<file path="config.mk">
export PLATFORM = sky130hd
export DESIGN_NAME = sync_lock_monitor
export DESIGN_NICKNAME = d
export VERILOG_FILES = /design/src/rtl/sync_lock_monitor.sv
export SDC_FILE = /design/constraint.sdc
export NUM_CORES = 1
export LEC_CHECK = 0
export BUFFER_PORTS_ARGS = -buffer_cell sky130_fd_sc_hd__buf_2
export CORE_ASPECT_RATIO = 0.7
export CORE_MARGIN = 5
export CORE_UTILIZATION = 49
export CTS_BUF_LIST = sky130_fd_sc_hd__clkbuf_8
export DETAILED_ROUTE_END_ITERATION = 8
export HOLD_SLACK_MARGIN = 0.02
export MAX_ROUTING_LAYER = met4
export PLACE_DENSITY = 0.75
export RECOVER_POWER = 50
export SKIP_LAST_GASP = 1
export SLEW_MARGIN = 15
export SYNTH_ARGS = -nofsm -noshare
export SYNTH_HDL_FRONTEND = slang
export SYNTH_SLANG_ARGS = --single-unit
</file>
<file path="constraint.sdc">
create_clock -name clock -period 5.39 [get_ports clock]
set_input_delay 1.078 -clock clock [delete_from_list [all_inputs] [get_ports clock]]
set_output_delay 1.078 -clock clock [all_outputs]
set_load 0.005 [all_outputs]
</file>
<file path="src/rtl/sync_lock_monitor.sv">
// sync_lock_monitor: checks each period/duty measurement against a nominal
// window, keeps an exponentially smoothed period, and tracks lock of the
// incoming sync signal with hysteresis plus a watchdog for signal loss.
// Optional build macro SYNC_LOCK_DUTY_CHECK_EN adds a duty-cycle window
// to the in-window decision; without it the duty port is ignored.
module sync_lock_monitor #(
    parameter int WIDTH        = 32,
    parameter int NOM_PERIOD   = 60,
    parameter int TOL          = 4,
    parameter int LOCK_COUNT   = 4,
    parameter int UNLOCK_COUNT = 3,
    parameter int TIMEOUT      = 200,
    parameter int AVG_SHIFT    = 2,
    parameter int DUTY_NOM     = 20,
    parameter int DUTY_TOL     = 2
) (
    input  logic                    clock,
    input  logic                    reset,
    input  logic [WIDTH-1:0]        period,
    input  logic [WIDTH-1:0]        duty,
    input  logic                    meas_valid,
    output logic [1:0]              state,
    output logic                    locked,
    output logic                    in_window,
    output logic signed [WIDTH:0]   period_err,
    output logic [WIDTH-1:0]        avg_period,
    output logic                    loss
);

    typedef enum logic [1:0] {
        IDLE    = 2'd0,
        ACQUIRE = 2'd1,
        LOCKED  = 2'd2
    } state_t;

    localparam int GW = (LOCK_COUNT   > 0) ? $clog2(LOCK_COUNT + 1)   : 1;
    localparam int BW = (UNLOCK_COUNT > 0) ? $clog2(UNLOCK_COUNT + 1) : 1;
    localparam int WW = $clog2(TIMEOUT + 1);

    localparam logic [GW-1:0] LOCK_C    = GW'(LOCK_COUNT);
    localparam logic [BW-1:0] UNLOCK_C  = BW'(UNLOCK_COUNT);
    localparam logic [WW-1:0] TIMEOUT_C = WW'(TIMEOUT);

    localparam logic signed [WIDTH:0] NOM_S = (WIDTH + 1)'(NOM_PERIOD);
    localparam logic signed [WIDTH:0] TOL_S = (WIDTH + 1)'(TOL);

    state_t                  cstate, nstate;
    logic [GW-1:0]           good_cnt, good_n;
    logic [BW-1:0]           bad_cnt, bad_n;
    logic [WW-1:0]           wd_cnt, wd_n;
    logic                    loss_n;
    logic signed [WIDTH:0]   err_c;
    logic                    in_win_c;

    // Saturating increment of the consecutive-good counter.
    function automatic logic [GW-1:0] sat_inc(input logic [GW-1:0] c);
        return (c == LOCK_C) ? c : c + 1'b1;
    endfunction

    // One step of the exponential average; the difference is carried one bit
    // wider and signed so that a falling period pulls the average down.
    function automatic logic [WIDTH-1:0] avg_step(input logic [WIDTH-1:0] avg,
                                                  input logic [WIDTH-1:0] sample);
        logic signed [WIDTH:0] delta;
        delta = $signed({1'b0, sample}) - $signed({1'b0, avg});
        return avg + WIDTH'(delta >>> AVG_SHIFT);
    endfunction

`ifdef SYNC_LOCK_DUTY_CHECK_EN
    localparam logic signed [WIDTH:0] DUTY_NOM_S = (WIDTH + 1)'(DUTY_NOM);
    localparam logic signed [WIDTH:0] DUTY_TOL_S = (WIDTH + 1)'(DUTY_TOL);
    logic signed [WIDTH:0] duty_err_c;

    // Window decision on the incoming sample: period and duty must both fit.
    always_comb begin
        err_c      = $signed({1'b0, period}) - NOM_S;
        duty_err_c = $signed({1'b0, duty}) - DUTY_NOM_S;
        in_win_c   = (err_c >= -TOL_S) && (err_c <= TOL_S) &&
                     (duty_err_c >= -DUTY_TOL_S) && (duty_err_c <= DUTY_TOL_S);
    end
`else
    // Duty is intentionally ignored in this build; keep it referenced.
    logic unused_duty;
    assign unused_duty = ^{duty, DUTY_NOM[0], DUTY_TOL[0]};

    // Window decision on the incoming sample: period only.
    always_comb begin
        err_c    = $signed({1'b0, period}) - NOM_S;
        in_win_c = (err_c >= -TOL_S) && (err_c <= TOL_S);
    end
`endif

    // Next-state, counter and watchdog logic; a sample always beats expiry.
    always_comb begin
        nstate = cstate;
        good_n = good_cnt;
        bad_n  = bad_cnt;
        loss_n = 1'b0;
        wd_n   = (wd_cnt == TIMEOUT_C) ? wd_cnt : wd_cnt + 1'b1;
        if (meas_valid) begin
            wd_n = '0;
            case (cstate)
                IDLE, ACQUIRE: begin
                    good_n = in_win_c ? sat_inc((cstate == IDLE) ? '0 : good_cnt) : '0;
                    bad_n  = '0;
                    nstate = (good_n == LOCK_C) ? LOCKED : ACQUIRE;
                end
                LOCKED: begin
                    bad_n = in_win_c ? '0 : bad_cnt + 1'b1;
                    if (bad_n == UNLOCK_C) begin
                        nstate = ACQUIRE;
                        good_n = '0;
                        bad_n  = '0;
                    end
                end
                default: nstate = IDLE;
            endcase
        end else if ((cstate != IDLE) && (wd_cnt == TIMEOUT_C - 1'b1)) begin
            nstate = IDLE;
            good_n = '0;
            bad_n  = '0;
            loss_n = 1'b1;
        end
    end

    // Control state register: FSM, hysteresis counters, watchdog, loss pulse.
    always_ff @(posedge clock or posedge reset) begin
        if (reset) begin
            cstate   <= IDLE;
            good_cnt <= '0;
            bad_cnt  <= '0;
            wd_cnt   <= '0;
            loss     <= 1'b0;
        end else begin
            cstate   <= nstate;
            good_cnt <= good_n;
            bad_cnt  <= bad_n;
            wd_cnt   <= wd_n;
            loss     <= loss_n;
        end
    end

    // Measurement results; the first sample out of IDLE seeds the average.
    always_ff @(posedge clock or posedge reset) begin
        if (reset) begin
            period_err <= '0;
            in_window  <= 1'b0;
            avg_period <= '0;
        end else if (meas_valid) begin
            period_err <= err_c;
            in_window  <= in_win_c;
            avg_period <= (cstate == IDLE) ? period : avg_step(avg_period, period);
        end
    end

    assign state  = cstate;
    assign locked = (cstate == LOCKED);

endmodule

</file>
==> reports/metrics.yaml <==
synthesis:
  synth_area_leaders: "dfrtp_1 (29%), ha_1 (12%), a21oi_1 (5.6%)"
  synthesis.area_sq_mm: 0.00718
  synth_area_per_cell_sq_um: 7.96
  postSynth.asyncResetShare_pct: 100
  synthesis.nets: 1039
  yosys-top-cells-count: "nor2_1 (105), nand2_1 (85), dfrtp_1 (82)"
  ys.flop_type: "dfrtp_1"
  synth_cell_types: 73
  synth_cells: 902
  synth-edff-count: 0
  synth_top_area_cell: "dfrtp_1"
  ys_seq_elements: 82
  ys_warn_count: 0
  synth_top_area_share_pct: 28.6
  synth.most_common_cell: "nor2_1"
  synth-seq-area-share_pct: 28.6
setup_path:
  crit_path_end_kind: "flop"
  rrSetupSlack_ps: 720
  critPathKind: "input port to flop"
  startpoint_type: "input port"
  cp.required_ps: 5620
  r2r_cells: 24
  cp.arrival_ps: 5240
  crit_fanout: 5
  reg2reg_to: "avg_period[30]"
  timing.rr.start: "avg_period[9]"
  timing.critical_path.from: "period[2]"
  cp-endpoint: "avg_period[30]"
floorplan:
  die_area_sq_mm: 0.0172
  core-area_sq_mm: 0.0145
  start_util_pct: 49.4
  die_x_microns: 155
  ioPinCount: 137
  rows: 37
  dieHeight_microns: 111
worst_hold_path:
  hold_class: "flop to flop"
pwr:
  power.total_w: 0.00654
  power_density_mw_per_mm2: 756
  seq_power_share_pct: 14.2
  pwr-share-comb_pct: 78.9
  ir_drop_v: 0.000305
  p_sw_w: 0.00316
  p_clk_share_pct: 6.9
  power.internal_w: 0.00337
  switching_share_pct: 48.4
  leakagePower_nw: 4.01
routing:
  via_count: 7045
  wl_per_cell_microns: 16.2
  drtPass1Iterations: 5
  wl_microns: 20500
  dr.first_iter.drc_count: 521
  drc_errors: 0
  avgViaCountPerCell: 5.58
  ant_nets: 0
timing:
  tightestPinTransition_ps: 2440
  setup-violations-final: 0
  fin_setup_tns_ps: 0
  hold-worst-slack_ps: 488
  hold_violations: 0
  fmaxAchievable_ghz: 0.199
  period_minus_slack_ps: 5010
  fin_skew_ps: 25.7
  drv_slew: 85
  relSlewSlack_pct: -62.8
  min_period_over_period_pct: 93.0
layout:
  fill_cells: 1337
  multi_input_comb_area_sq_mm: 0.00486
  fin_nets: 1199
  finish.instance_area_sq_mm: 0.00864
  seqCellArea_sq_mm: 0.00205
  area_growth_pct: 20.3
  drive_gt1_share_pct: 20.0
clock_tree:
  cts_root_buf: "clkbuf_8"
  numCtsBuffers: 9
  clk_latency_ps: 390
  htreeDepth: 3
  hold_buffers: 0
  cts_tree: "done"
  cts.path.max_buffers: 2
  clkTransAtPathRegs_ps: 100
  clock-sinks: 82
global_routing:
  antenna_found_initial: 1
  grt_pass1_vias: 6667
  grt_max_degree: 80
  grt.total_usage_pct: 24.6
  gr-total-overflow: 0
  grt_pass1_wl_microns: 33600
flow_run:
  maxCapViolations: 2
placement:
  post_dp_cell_area_sq_mm: 0.00841
  place.gp.congestion: 0.960
  port_buffers: 104
  hpwl_microns: 15700
run_status:
  violations: "capacitance limit, slew limit"
  status: "complete, but fails checks"
worst min path at each step:
stage	start	endpoint	slack (ps)	depth (start not counted)
2_1_floorplan	good_cnt[1]	good_cnt[1]	450	2
3_3_place_gp	good_cnt[1]	good_cnt[1]	470	2
3_5_place_dp	good_cnt[1]	good_cnt[1]	480	2
4_1_cts	good_cnt[1]	good_cnt[1]	500	2
5_1_grt	good_cnt[1]	good_cnt[1]	520	2
6_report	good_cnt[1]	good_cnt[1]	490	2
power groups by stage:
stage               combinational [W]  clock (W)  sequential (W)
global placement              0.00488          0        0.000936
detailed placement            0.00496          0        0.000935
floorplan                     0.00340          0        0.000913
global route                  0.00577   0.000490        0.000953
finish                        0.00516   0.000453        0.000929
CTS                           0.00500   0.000464        0.000925
stage by stage:
| stage | std cells | utilization (%) | worst slack (ps) |
|---|---|---|---|
| floorplan | 902 | - | 387 |
| global placement | 1246 | 57.9 | -227 |
| detailed placement | 1246 | 57.9 | -344 |
| CTS | 1262 | 59.1 | 51.8 |
| global route | 1263 | 59.5 | -13.6 |
| finish | 1263 | 59.5 | 375 |
per-layer routing:
| metal | up-vias | part of all wire (%) | GRT usage, % |
|---|---|---|---|
| met2 | 242 | 39 | 32.6 |
| met4 | 0 | 1.1 | 4.35 |
| met3 | 19 | 9.3 | 5.89 |
| li1 | 3533 | - | - |
| met1 | 3251 | 50 | 37.9 |
| met5 | - | 0 | - |
cell families (layout without fill, tap and decap cells):
kind of cell	Yosys count	in the layout	synth area share, %
and+or+nand+nor	317	317	21.0
AOI/OAI and AO/OA	256	256	22.5
buffers and inverters	90	255	4.86
DFF	82	82	28.6
xor gates and xnor gates	80	80	9.75
adders and majority gates	70	70	12.3
muxes	7	7	1.06
other	0	1	0
critical path, cell delays in order:
cell and delay [ps]:
buf_2 150, ha_1 300, o21ai_1 60, o21ba_4 250, o311ai_2 110, buf_4 170
a211oi_4 230, buf_4 160, nand3_1 100, a21boi_2 170, o21a_1 150, nor2_1 60
o21bai_1 150, xor2_1 200, ha_1 290, a21oi_1 180, o21ai_0 100, a21oi_1 190
o21ai_1 130, a32oi_2 260, o31ai_2 140, o41ai_2 270, xor2_1 210, o221ai_1 120
registers in the layout (all words and copies together) (netlist names):
name / cells
good_cnt: 3
in_window: 1
state: 2
bad_cnt: 2
period_err: 33
loss: 1
wd_cnt: 8
avg_period: 32
cells in the final DEF, fill, tap and decap left out, types with 8 or more instances in the layout:
master / count
nor3_1: 27
o21ai_0: 56
nand3_1: 27
buf_2: 81
ha_1: 69
a21oi_1: 78
dfrtp_1: 82
o21bai_1: 10
a31oi_1: 15
inv_1: 54
a21o_1: 20
clkbuf_1: 23
buf_4: 80
o21a_1: 8
xor2_1: 39
a211oi_1: 9
clkbuf_8: 10
xnor2_1: 41
nand2b_1: 12
nand2_1: 85
nor2_1: 104
repair_timing:
action / 4_1_cts / 5_1_grt
setup endpoints to repair: 0 / 10
setup buffers: 0 / 0
hold endpoints to repair: 0 / 0
gates resized for setup: 0 / 17
final cells by class:
class	instances	area share, %
antenna	1	0.0289
clock buffer	10	1.59
timing repair buffer	184	12.6
clock inverter	6	0.550
inverter	55	2.40
multi-input combinational	730	56.2
tap	195	2.82
sequential	82	23.7
(Power assumes the default switching activity.)
